## src/rtl/mem_arb_pkg.sv

```systemverilog
// Shared encodings for the instruction/data memory arbiter: FSM states,
// owner tags, access size codes and the timeout read pattern.
package mem_arb_pkg;
  localparam logic [1:0] S_IDLE = 2'd0;
  localparam logic [1:0] S_WAIT = 2'd1;
  localparam logic [1:0] S_RESP = 2'd2;

  localparam logic OWN_IF = 1'b0;
  localparam logic OWN_DM = 1'b1;

  localparam logic SZ_WORD = 1'b0;
  localparam logic SZ_BYTE = 1'b1;

  localparam logic [31:0] ERR_DATA  = 32'hDEADBEEF;
  localparam int          NUM_LANES = 4;

  function automatic logic [31:0] word_align(input logic [31:0] a);
    return {a[31:2], 2'b00};
  endfunction
endpackage

```

## src/rtl/mem_arb_lane.sv

```systemverilog
// Byte-lane helper: enables and store replication for the outgoing request,
// plus lane extraction (zero-extended) for the returning read data.
module mem_arb_lane
  import mem_arb_pkg::*;
(
  input  logic        size,
  input  logic [1:0]  off,
  input  logic [31:0] wdata_in,
  input  logic        rsp_size,
  input  logic [1:0]  rsp_off,
  input  logic [31:0] rdata_in,
  output logic [3:0]  be,
  output logic [31:0] wdata_out,
  output logic [31:0] rdata_out
);
  logic [NUM_LANES-1:0][7:0] wlanes;
  logic [NUM_LANES-1:0][7:0] rlanes;

  assign rlanes = rdata_in;

  for (genvar i = 0; i < NUM_LANES; i++) begin : g_lane
    assign be[i]     = (size == SZ_BYTE) ? (off == 2'(i)) : 1'b1;
    assign wlanes[i] = (size == SZ_BYTE) ? wdata_in[7:0] : wdata_in[8*i +: 8];
  end

  assign wdata_out = wlanes;
  assign rdata_out = (rsp_size == SZ_BYTE) ? {24'h0, rlanes[rsp_off]} : rdata_in;
endmodule

```

## src/rtl/mem_arbiter.sv

```systemverilog
// Two-requester (fetch/data) arbiter onto one shared memory port.
// Define ARB_FAIR_EN to add a starvation counter that periodically favours fetch.
module mem_arbiter
  import mem_arb_pkg::*;
#(
  parameter int TIMEOUT    = 15,
  parameter int STARVE_MAX = 3
) (
  input  logic        clk,
  input  logic        reset,
  input  logic        if_req,
  input  logic [31:0] if_addr,
  output logic        if_ready,
  output logic [31:0] if_rdata,
  input  logic        dm_req,
  input  logic        dm_we,
  input  logic        dm_type,
  input  logic [31:0] dm_addr,
  input  logic [31:0] dm_wdata,
  output logic        dm_ready,
  output logic [31:0] dm_rdata,
  output logic        mem_req,
  output logic        mem_we,
  output logic [3:0]  mem_be,
  output logic [31:0] mem_addr,
  output logic [31:0] mem_wdata,
  input  logic        mem_ack,
  input  logic [31:0] mem_rdata,
  output logic        stall_if,
  output logic        stall_mem,
  output logic        err
);
  localparam int CW = $clog2(TIMEOUT + 1);

  logic [1:0]    state;
  logic          owner;
  logic          rsp_size;
  logic [1:0]    rsp_off;
  logic [CW-1:0] wait_cnt;
  logic          grant_dm;
  logic [3:0]    lane_be;
  logic [31:0]   lane_wdata;
  logic [31:0]   lane_rdata;

  mem_arb_lane u_lane (
    .size      (dm_type),
    .off       (dm_addr[1:0]),
    .wdata_in  (dm_wdata),
    .rsp_size  (rsp_size),
    .rsp_off   (rsp_off),
    .rdata_in  (mem_rdata),
    .be        (lane_be),
    .wdata_out (lane_wdata),
    .rdata_out (lane_rdata)
  );

`ifdef ARB_FAIR_EN
  localparam int SW = $clog2(STARVE_MAX + 1);
  logic [SW-1:0] starve_cnt;

  // Once fetch has lost STARVE_MAX contested grants, it takes the next one.
  assign grant_dm = dm_req & ~(if_req & (starve_cnt >= SW'(STARVE_MAX)));

  always_ff @(posedge clk or posedge reset) begin
    if (reset)
      starve_cnt <= '0;
    else if (state == S_IDLE) begin
      if (grant_dm && if_req)
        starve_cnt <= starve_cnt + 1'b1;
      else if (if_req)
        starve_cnt <= '0;
    end
  end
`else
  assign grant_dm = dm_req;
`endif

  assign stall_if  = if_req & ~if_ready;
  assign stall_mem = dm_req & ~dm_ready;

  always_ff @(posedge clk or posedge reset) begin
    if (reset) begin
      state     <= S_IDLE;
      owner     <= OWN_IF;
      rsp_size  <= SZ_WORD;
      rsp_off   <= '0;
      wait_cnt  <= '0;
      mem_req   <= 1'b0;
      mem_we    <= 1'b0;
      mem_be    <= '0;
      mem_addr  <= '0;
      mem_wdata <= '0;
      if_ready  <= 1'b0;
      dm_ready  <= 1'b0;
      if_rdata  <= '0;
      dm_rdata  <= '0;
      err       <= 1'b0;
    end else begin
      case (state)
        S_IDLE: begin
          wait_cnt <= '0;
          if (grant_dm) begin
            owner <= OWN_DM;
            if (dm_type == SZ_WORD && dm_addr[1:0] != 2'b00) begin
              // Misaligned word: answer immediately without touching memory.
              state    <= S_RESP;
              dm_ready <= 1'b1;
              dm_rdata <= '0;
              err      <= 1'b1;
            end else begin
              state     <= S_WAIT;
              mem_req   <= 1'b1;
              mem_we    <= dm_we;
              mem_be    <= lane_be;
              mem_addr  <= word_align(dm_addr);
              mem_wdata <= lane_wdata;
              rsp_size  <= dm_type;
              rsp_off   <= dm_addr[1:0];
            end
          end else if (if_req) begin
            owner     <= OWN_IF;
            state     <= S_WAIT;
            mem_req   <= 1'b1;
            mem_we    <= 1'b0;
            mem_be    <= 4'hF;
            mem_addr  <= word_align(if_addr);
            mem_wdata <= '0;
            rsp_size  <= SZ_WORD;
            rsp_off   <= '0;
          end
        end
        S_WAIT: begin
          if (mem_ack) begin
            mem_req <= 1'b0;
            state   <= S_RESP;
            if (owner == OWN_DM) begin
              dm_ready <= 1'b1;
              dm_rdata <= lane_rdata;
            end else begin
              if_ready <= 1'b1;
              if_rdata <= mem_rdata;
            end
          end else if (wait_cnt == CW'(TIMEOUT - 1)) begin
            mem_req <= 1'b0;
            state   <= S_RESP;
            err     <= 1'b1;
            if (owner == OWN_DM) begin
              dm_ready <= 1'b1;
              dm_rdata <= ERR_DATA;
            end else begin
              if_ready <= 1'b1;
              if_rdata <= ERR_DATA;
            end
          end else begin
            wait_cnt <= wait_cnt + 1'b1;
          end
        end
        S_RESP: begin
          state    <= S_IDLE;
          if_ready <= 1'b0;
          dm_ready <= 1'b0;
          err      <= 1'b0;
        end
        default: state <= S_IDLE;
      endcase
    end
  end
endmodule

```

## config.mk

```make
export PLATFORM = sky130hd
export DESIGN_NAME = mem_arbiter
export DESIGN_NICKNAME = d
export VERILOG_FILES = /design/src/rtl/mem_arb_pkg.sv /design/src/rtl/mem_arb_lane.sv /design/src/rtl/mem_arbiter.sv
export SDC_FILE = /design/constraint.sdc
export NUM_CORES = 1
export LEC_CHECK = 0
export CORE_AREA = 2 2 96 190
export CTS_CLUSTER_DIAMETER = 150
export DETAILED_ROUTE_END_ITERATION = 8
export DIE_AREA = 0 0 98 192
export PLACE_DENSITY = 0.77
export SYNTH_ARGS = -nofsm -noshare
export SYNTH_HDL_FRONTEND = slang
export SYNTH_SLANG_ARGS = --single-unit
```

## constraint.sdc

```tcl
create_clock -name clk -period 5.3 [get_ports clk]
set_clock_uncertainty 0.15 [all_clocks]
set_input_delay 1.325 -clock clk [delete_from_list [all_inputs] [get_ports clk]]
set_output_delay 1.325 -clock clk [all_outputs]
set_load 0.01 [all_outputs]
```

==> flow_metrics.tcl, run 1 <==
set metrics [dict create \
    gp_congestion 0.7965 \
    critical_path_class "input pin to output pin" \
    crit_path_end "stall_if" \
    r2r_start "state[1]" \
    start_util 0.3955 \
    cts_buffer_depth 2 \
    reg2reg_slack_ns 2.10 \
    antenna_found_initial 0 \
    critPathCaptureType "output pin" \
    synth_compound_area_frac 0.1641 \
    final_common_cell "clkdlybuf4s50_1" \
    maxCapViolCount 0 \
    fin_crit_ns 4.095 \
    synth_top_family_by_area "compound AO/OA/AOI/OAI gates" \
    final_cell_mix "268 x clkdlybuf4s50_1, 145 x dfrtp_1, 78 x nand2_1" \
    synth_top_area_cell "dfrtp_1" \
    ys_seq_area_frac 0.5312 \
    r2r-end "dm_rdata[3]" \
    drive_above_1_share 0.08861 \
    place_ws_ns 1.187 \
    period_share 0.7726 \
    max_slew_margin 0.2588 \
    cts_resized 0 \
    yosys.area_share.simple 0.09104 \
    syn-instance-count 603 \
    ys_types 47 \
    grt_pass1_vias 6007 \
    worstMarginPinSlew_ns 1.111 \
    required_ns 3.83 \
    hold_buffers 0 \
    holdWs_ns 0.3250 \
    die_h_um 192 \
    clk_pin_slew_ns 0.06 \
    area_growth_pct 51.11 \
    cts_tree "built" \
    ys_ff_latch 145 \
    numCtsBuffers 17 \
    die_width_um 98 \
    hp-class "flip-flop to flip-flop" \
    fmax_ghz 0.2442 \
    firstDrtPassIters 4 \
    power_density_nw_per_um2 581.0 \
    grt-ovfl-total 0 \
    syn_avg_cell_area_um2 11.33 \
    yosysWarnings 0 \
    clkLatencyLatePin_ns 0.41 \
    rsz0062_at_grt "no" \
    reg2reg_depth 7 \
    synth_edf_count 0 \
    diodes 0 \
    detail_route.iter0.violations 172 \
    p_leak_nw 4.563 \
    grt_max_degree 61 \
    hpwlAfterDp_um 15450 \
    ios 274 \
    synth_fa_ha_area_frac 0.01282 \
    async_flop_share 1.000 \
    io_buffers 269 \
    post_cts_buffers 0 \
    cp-start-kind "input pin" \
    htree_levels 4 \
    synthMuxAreaShare 0.1577 \
    vias_per_cell 5.209 \
    fin_setup_tns_ns 0 \
    worstPathMaxFanout 5 \
    final-hold-violation-count 0 \
    die-area_um2 18820 \
    core-area_um2 17270 \
    fin_nets 999 \
    netlist.area_leader.share 0.5312 \
    route.antenna.remaining_nets 0 \
    synth_area_um2 6830 \
    synth_xor_area_frac 0 \
    grtUsageTotal 0.2211 \
    root_buffer "clkbuf_16" \
    critPathArrivalTime_ns 2.62 \
    status "complete, no violations" \
    startpoint "if_req" \
    vias 5621 \
    synth.area.top_cells "dfrtp_1 53%, mux2i_1 9.7%, mux2_4 4.6%" \
    drc 0 \
    totalWireLength_um 20700 \
    ir_drop_uv 311.8 \
    cts.sinks 145 \
    route.detailed.wl_per_inst_um 19.19 \
    fin_ws_ns 1.205 \
    maxSlewViolCount 0 \
    synthFlopType "dfrtp_1" \
    finalSetupViolCount 0 \
    rows 68 \
    grt_pass1_wl_um 32290 \
]
-- area by class of cell --
type / instances / area, um^2
repair buffers: 277 / 2773
well taps: 210 / 262.8
inverters: 18 / 71.32
multi-input cells: 398 / 2919
fillers: 1497 / 6950
clock buffers: 21 / 460.4
clock inverters: 10 / 206.4
flip-flops and latches: 145 / 3628
-- flip-flops by register name (all words and copies together), names as in the netlist --
register / flops
err: 1
mem_req: 1
owner: 1
dm_ready: 1
rsp_size: 1
mem_wdata: 32
dm_rdata: 32
state: 2
wait_cnt: 4
mem_addr: 30
mem_we: 1
mem_be: 4
rsp_off: 2
if_ready: 1
if_rdata: 32
-- worst min-delay path by stage --
stage                       start             to  slack [ns]  depth (start not counted)
finish                mem_addr[6]    mem_addr[6]        0.32                          2
global route         if_rdata[16]   if_rdata[16]        0.35                          1
CTS                 mem_wdata[26]  mem_wdata[26]        0.33                          2
detailed placement  mem_wdata[26]  mem_wdata[26]        0.32                          2
global placement      mem_addr[2]    mem_addr[2]        0.31                          2
floorplan                   owner          owner        0.34                          1
-- report_power, final --
part | internal (mW) | switching [mW] | total, mW
Combinational | 1.50 | 1.19 | 2.69
Sequential | 1.61 | 0.325 | 1.93
Clock | 0.906 | 0.471 | 1.38
-- per-stage QoR --
| stage | instance area [um^2] | power [mW] | util | cells |
|---|---|---|---|---|
| after global routing | 10320 | 6.342 | 0.5976 | 1079 |
| after global placement | 9654 | 4.592 | 0.5590 | 1048 |
| final | 10320 | 5.997 | 0.5976 | 1079 |
| after CTS | 10320 | 6.062 | 0.5976 | 1079 |
| after detailed placement | 9654 | 4.666 | 0.5590 | 1048 |
| after floorplan | 6838 | 3.287 | - | 604 |
-- layer usage --
layer,global-route usage,vias up,part of all wire,wire (um)
met3,0.04440,45,0.043,890
met4,0.1143,0,0.040,818
met1,0.2253,2727,0.34,7096
li1,-,2646,-,-
met5,0,-,0,0
met2,0.4183,203,0.57,11900
-- synth_stat cells (2+ instances only) --
| cell | instances |
|---|---|
| dfrtp_1 | 145 |
| nand2_1 | 78 |
| mux2i_1 | 66 |
| o21ai_0 | 54 |
| o22a_1 | 26 |
| a22o_1 | 22 |
| mux2_4 | 21 |
| clkbuf_1 | 19 |
| a21boi_0 | 18 |
| inv_1 | 18 |
| nand2b_1 | 18 |
| buf_2 | 16 |
| nand3_1 | 12 |
| mux2_2 | 9 |
| nor2_1 | 9 |
| o21ai_1 | 8 |
| ha_1 | 7 |
| nor2b_1 | 7 |
| a21oi_1 | 6 |
| a221oi_1 | 6 |
| buf_6 | 4 |
| a31oi_1 | 3 |
| and3_1 | 3 |
| buf_4 | 3 |
| a41oi_1 | 2 |
| o22ai_1 | 2 |
-- worst max-delay path: stages --
cell             delay (ns)
clkdlybuf4s50_1        0.56
nor2b_1                0.15
clkdlybuf4s50_1        0.59
-- logic make-up (layout without fill, tap and decap cells) --
| group | Yosys count | in the layout |
|---|---|---|
| AO/OA/AOI/OAI | 160 | 160 |
| adder cells (fa/ha/maj) | 7 | 7 |
| buffers and inverters | 61 | 326 |
| flip-flops | 145 | 145 |
| multiplexers | 96 | 96 |
| other | 1 | 2 |
| AND/OR/NAND/NOR | 133 | 133 |
(Power assumes the default switching activity.)
==> inputs of run 2 (changes only) <==
==> constraint.sdc (replaced) <==
create_clock -name clk -period 3.3 [get_ports clk]
set_clock_uncertainty 0.15 [all_clocks]
set_input_delay 0.825 -clock clk [delete_from_list [all_inputs] [get_ports clk]]
set_output_delay 0.825 -clock clk [all_outputs]
set_load 0.01 [all_outputs]
==> run 2 against run 1 <==
Sequential share of layout area fell by 0.28 points. Clock-buffer cell count grew 1. Critical path depth did not move. Combinational power increased by 62%. Register-to-register slack lost 1.4 ns. Global-route usage hardly changed. Non-clock buffer count rose by 14. Critical path type unchanged.
==> flow_metrics.tcl, run 2 (same netlist as run 1, synthesis figures left out) <==
set metrics [dict create \
    hold_buffers 0 \
    maxSlewViolCount 0 \
    ir_drop_uv 410.4 \
    final_common_cell "clkdlybuf4s50_1" \
    place_ws_ns 0.2961 \
    critPathCaptureType "output pin" \
    antenna_found_initial 1 \
    fmax_ghz 0.3313 \
    max_slew_margin 0.5014 \
    status "complete, no violations" \
    p_sw_mw 3.207 \
    r2r-end "dm_rdata[3]" \
    area_growth_pct 52.32 \
    whs_path_depth 2 \
    start_util 0.3955 \
    internal-power_mw 6.315 \
    fin_setup_tns_ns 0 \
    p_seq_frac 0.327 \
    post-place-cells 1062 \
    totalWireLength_um 20850 \
    utilization 0.6024 \
    route.detailed.wl_per_inst_um 19.07 \
    die_width_um 98 \
    clkLatencyLatePin_ns 0.42 \
    r2r_start "state[0]" \
    postLayoutCellArea_um2 10400 \
    hp-class "flip-flop to flip-flop" \
    maxCapViolCount 0 \
    vias 5734 \
    ios 274 \
    grt-ovfl-total 0 \
    fin_cells 1093 \
    hpwlAfterDp_um 15660 \
    gp_congestion 0.8472 \
    grt_pass1_vias 5947 \
    firstDrtPassIters 4 \
    vias_per_cell 5.246 \
    drc 0 \
    power_switching_share 0.3368 \
    detail_route.iter0.violations 192 \
    drive_above_1_share 0.1019 \
    htree_levels 4 \
    cp-start-kind "input pin" \
    reg2reg_depth 7 \
    die_h_um 192 \
    diodes 0 \
    required_ns 2.32 \
    final_cell_mix "268 x clkdlybuf4s50_1, 145 x dfrtp_1, 78 x nand2_1" \
    critPathArrivalTime_ns 2.04 \
    rows 68 \
    p_leak_nw 4.618 \
    grtUsageTotal 0.2213 \
    die-area_um2 18820 \
    fin_nets 1013 \
    core-area_um2 17270 \
    clk_pin_slew_ns 0.06 \
    period_share 0.9147 \
    place_area_um2 9784 \
    worstPathMaxFanout 2 \
    root_buffer "clkbuf_16" \
    cts_resized 0 \
    finalSetupViolCount 0 \
    post_cts_buffers 0 \
    reg_top3 "dm_rdata (32), if_rdata (32), mem_wdata (32)" \
    worstMarginPinSlew_ns 0.7479 \
    cts_buffer_depth 2 \
    worstHoldStart "mem_addr[15]" \
    fin_crit_ns 3.018 \
    cts.sinks 145 \
    hold_end "mem_addr[15]" \
    cts_tree "built" \
    power_density_nw_per_um2 915.3 \
    rsz0062_at_grt "no" \
    reg2reg_slack_ns 0.66 \
    grt_max_degree 70 \
    numCtsBuffers 17 \
    fin_ws_ns 0.2816 \
    p_clk_frac 0.216 \
    pwr-share-comb 0.457 \
    grt_pass1_wl_um 32150 \
    route.antenna.remaining_nets 0 \
    critical_path_class "input pin to output pin" \
    final-hold-violation-count 0 \
    io_buffers 269 \
]
==> run 2: cell count changes in the layout (fill, tap and decap cells not counted) <==
cell / change
clkbuf_1: +1
inv_6: +1
buf_4: +12
buf_12: +2
bufinv_16: -2
==> run 2: worst max-delay path: stages <==
cell and delay [ns]:
clkdlybuf4s50_1 0.48, nor2b_1 0.13, clkdlybuf4s50_1 0.60
==> run 2: cell type report <==
type / instances / area (um^2)
Clock buffer: 22 / 464.2
Timing Repair Buffer: 291 / 2903
Tap cell: 210 / 262.8
Clock inverter: 9 / 155.1
Fill cell: 1449 / 6868
Sequential cell: 145 / 3628
Multi-Input combinational cell: 398 / 2919
Inverter: 18 / 71.32
==> run 2: how the worst max path moves through the flow <==
stage | start | end | slack [ns]
3_5_place_dp | dm_addr[1] | dm_rdata[2] | 0.30
6_report | if_req | stall_if | 0.28
4_1_cts | if_req | stall_if | 0.29
5_1_grt | if_req | stall_if | 0.22
3_3_place_gp | dm_addr[1] | dm_rdata[3] | 0.31
2_1_floorplan | reset | dm_rdata[0] | 0.51
==> run 2: through the flow <==
| stage | total power [mW] | hold WS [ns] |
|---|---|---|
| 2_1_floorplan | 5.280 | 0.3383 |
| 3_3_place_gp | 7.415 | 0.3105 |
| 3_5_place_dp | 7.521 | 0.3194 |
| 4_1_cts | 9.617 | 0.3332 |
| 5_1_grt | 10.06 | 0.3499 |
| 6_report | 9.522 | 0.3271 |
==> run 2: power by group through the flow <==
stage	combinational [mW]	clock [mW]	sequential (mW)
after detailed placement	4.39	0	3.13
after global placement	4.31	0	3.10
final	4.35	2.05	3.12
after global routing	4.68	2.16	3.22
after CTS	4.41	2.09	3.12
after floorplan	1.90	0	3.38
==> run 2: metal layers <==
metal | vias up | track usage | wire (um)
li1 | 2672 | - | -
met1 | 2780 | 0.2158 | 6928
met2 | 216 | 0.4197 | 11870
met3 | 64 | 0.04258 | 909
met4 | 2 | 0.1373 | 1127
met5 | - | 0 | 7
==> inputs of run 3 (changes only) <==
--- a/config.mk
+++ b/config.mk
@@ -9,6 +9,7 @@
 export CTS_CLUSTER_DIAMETER = 150
 export DETAILED_ROUTE_END_ITERATION = 8
 export DIE_AREA = 0 0 98 192
+export HOLD_SLACK_MARGIN = 0.12
 export PLACE_DENSITY = 0.77
 export SYNTH_ARGS = -nofsm -noshare
 export SYNTH_HDL_FRONTEND = slang
==> results of run 3 <==
Final layout, timing and power as in run 2 (identical DEF).
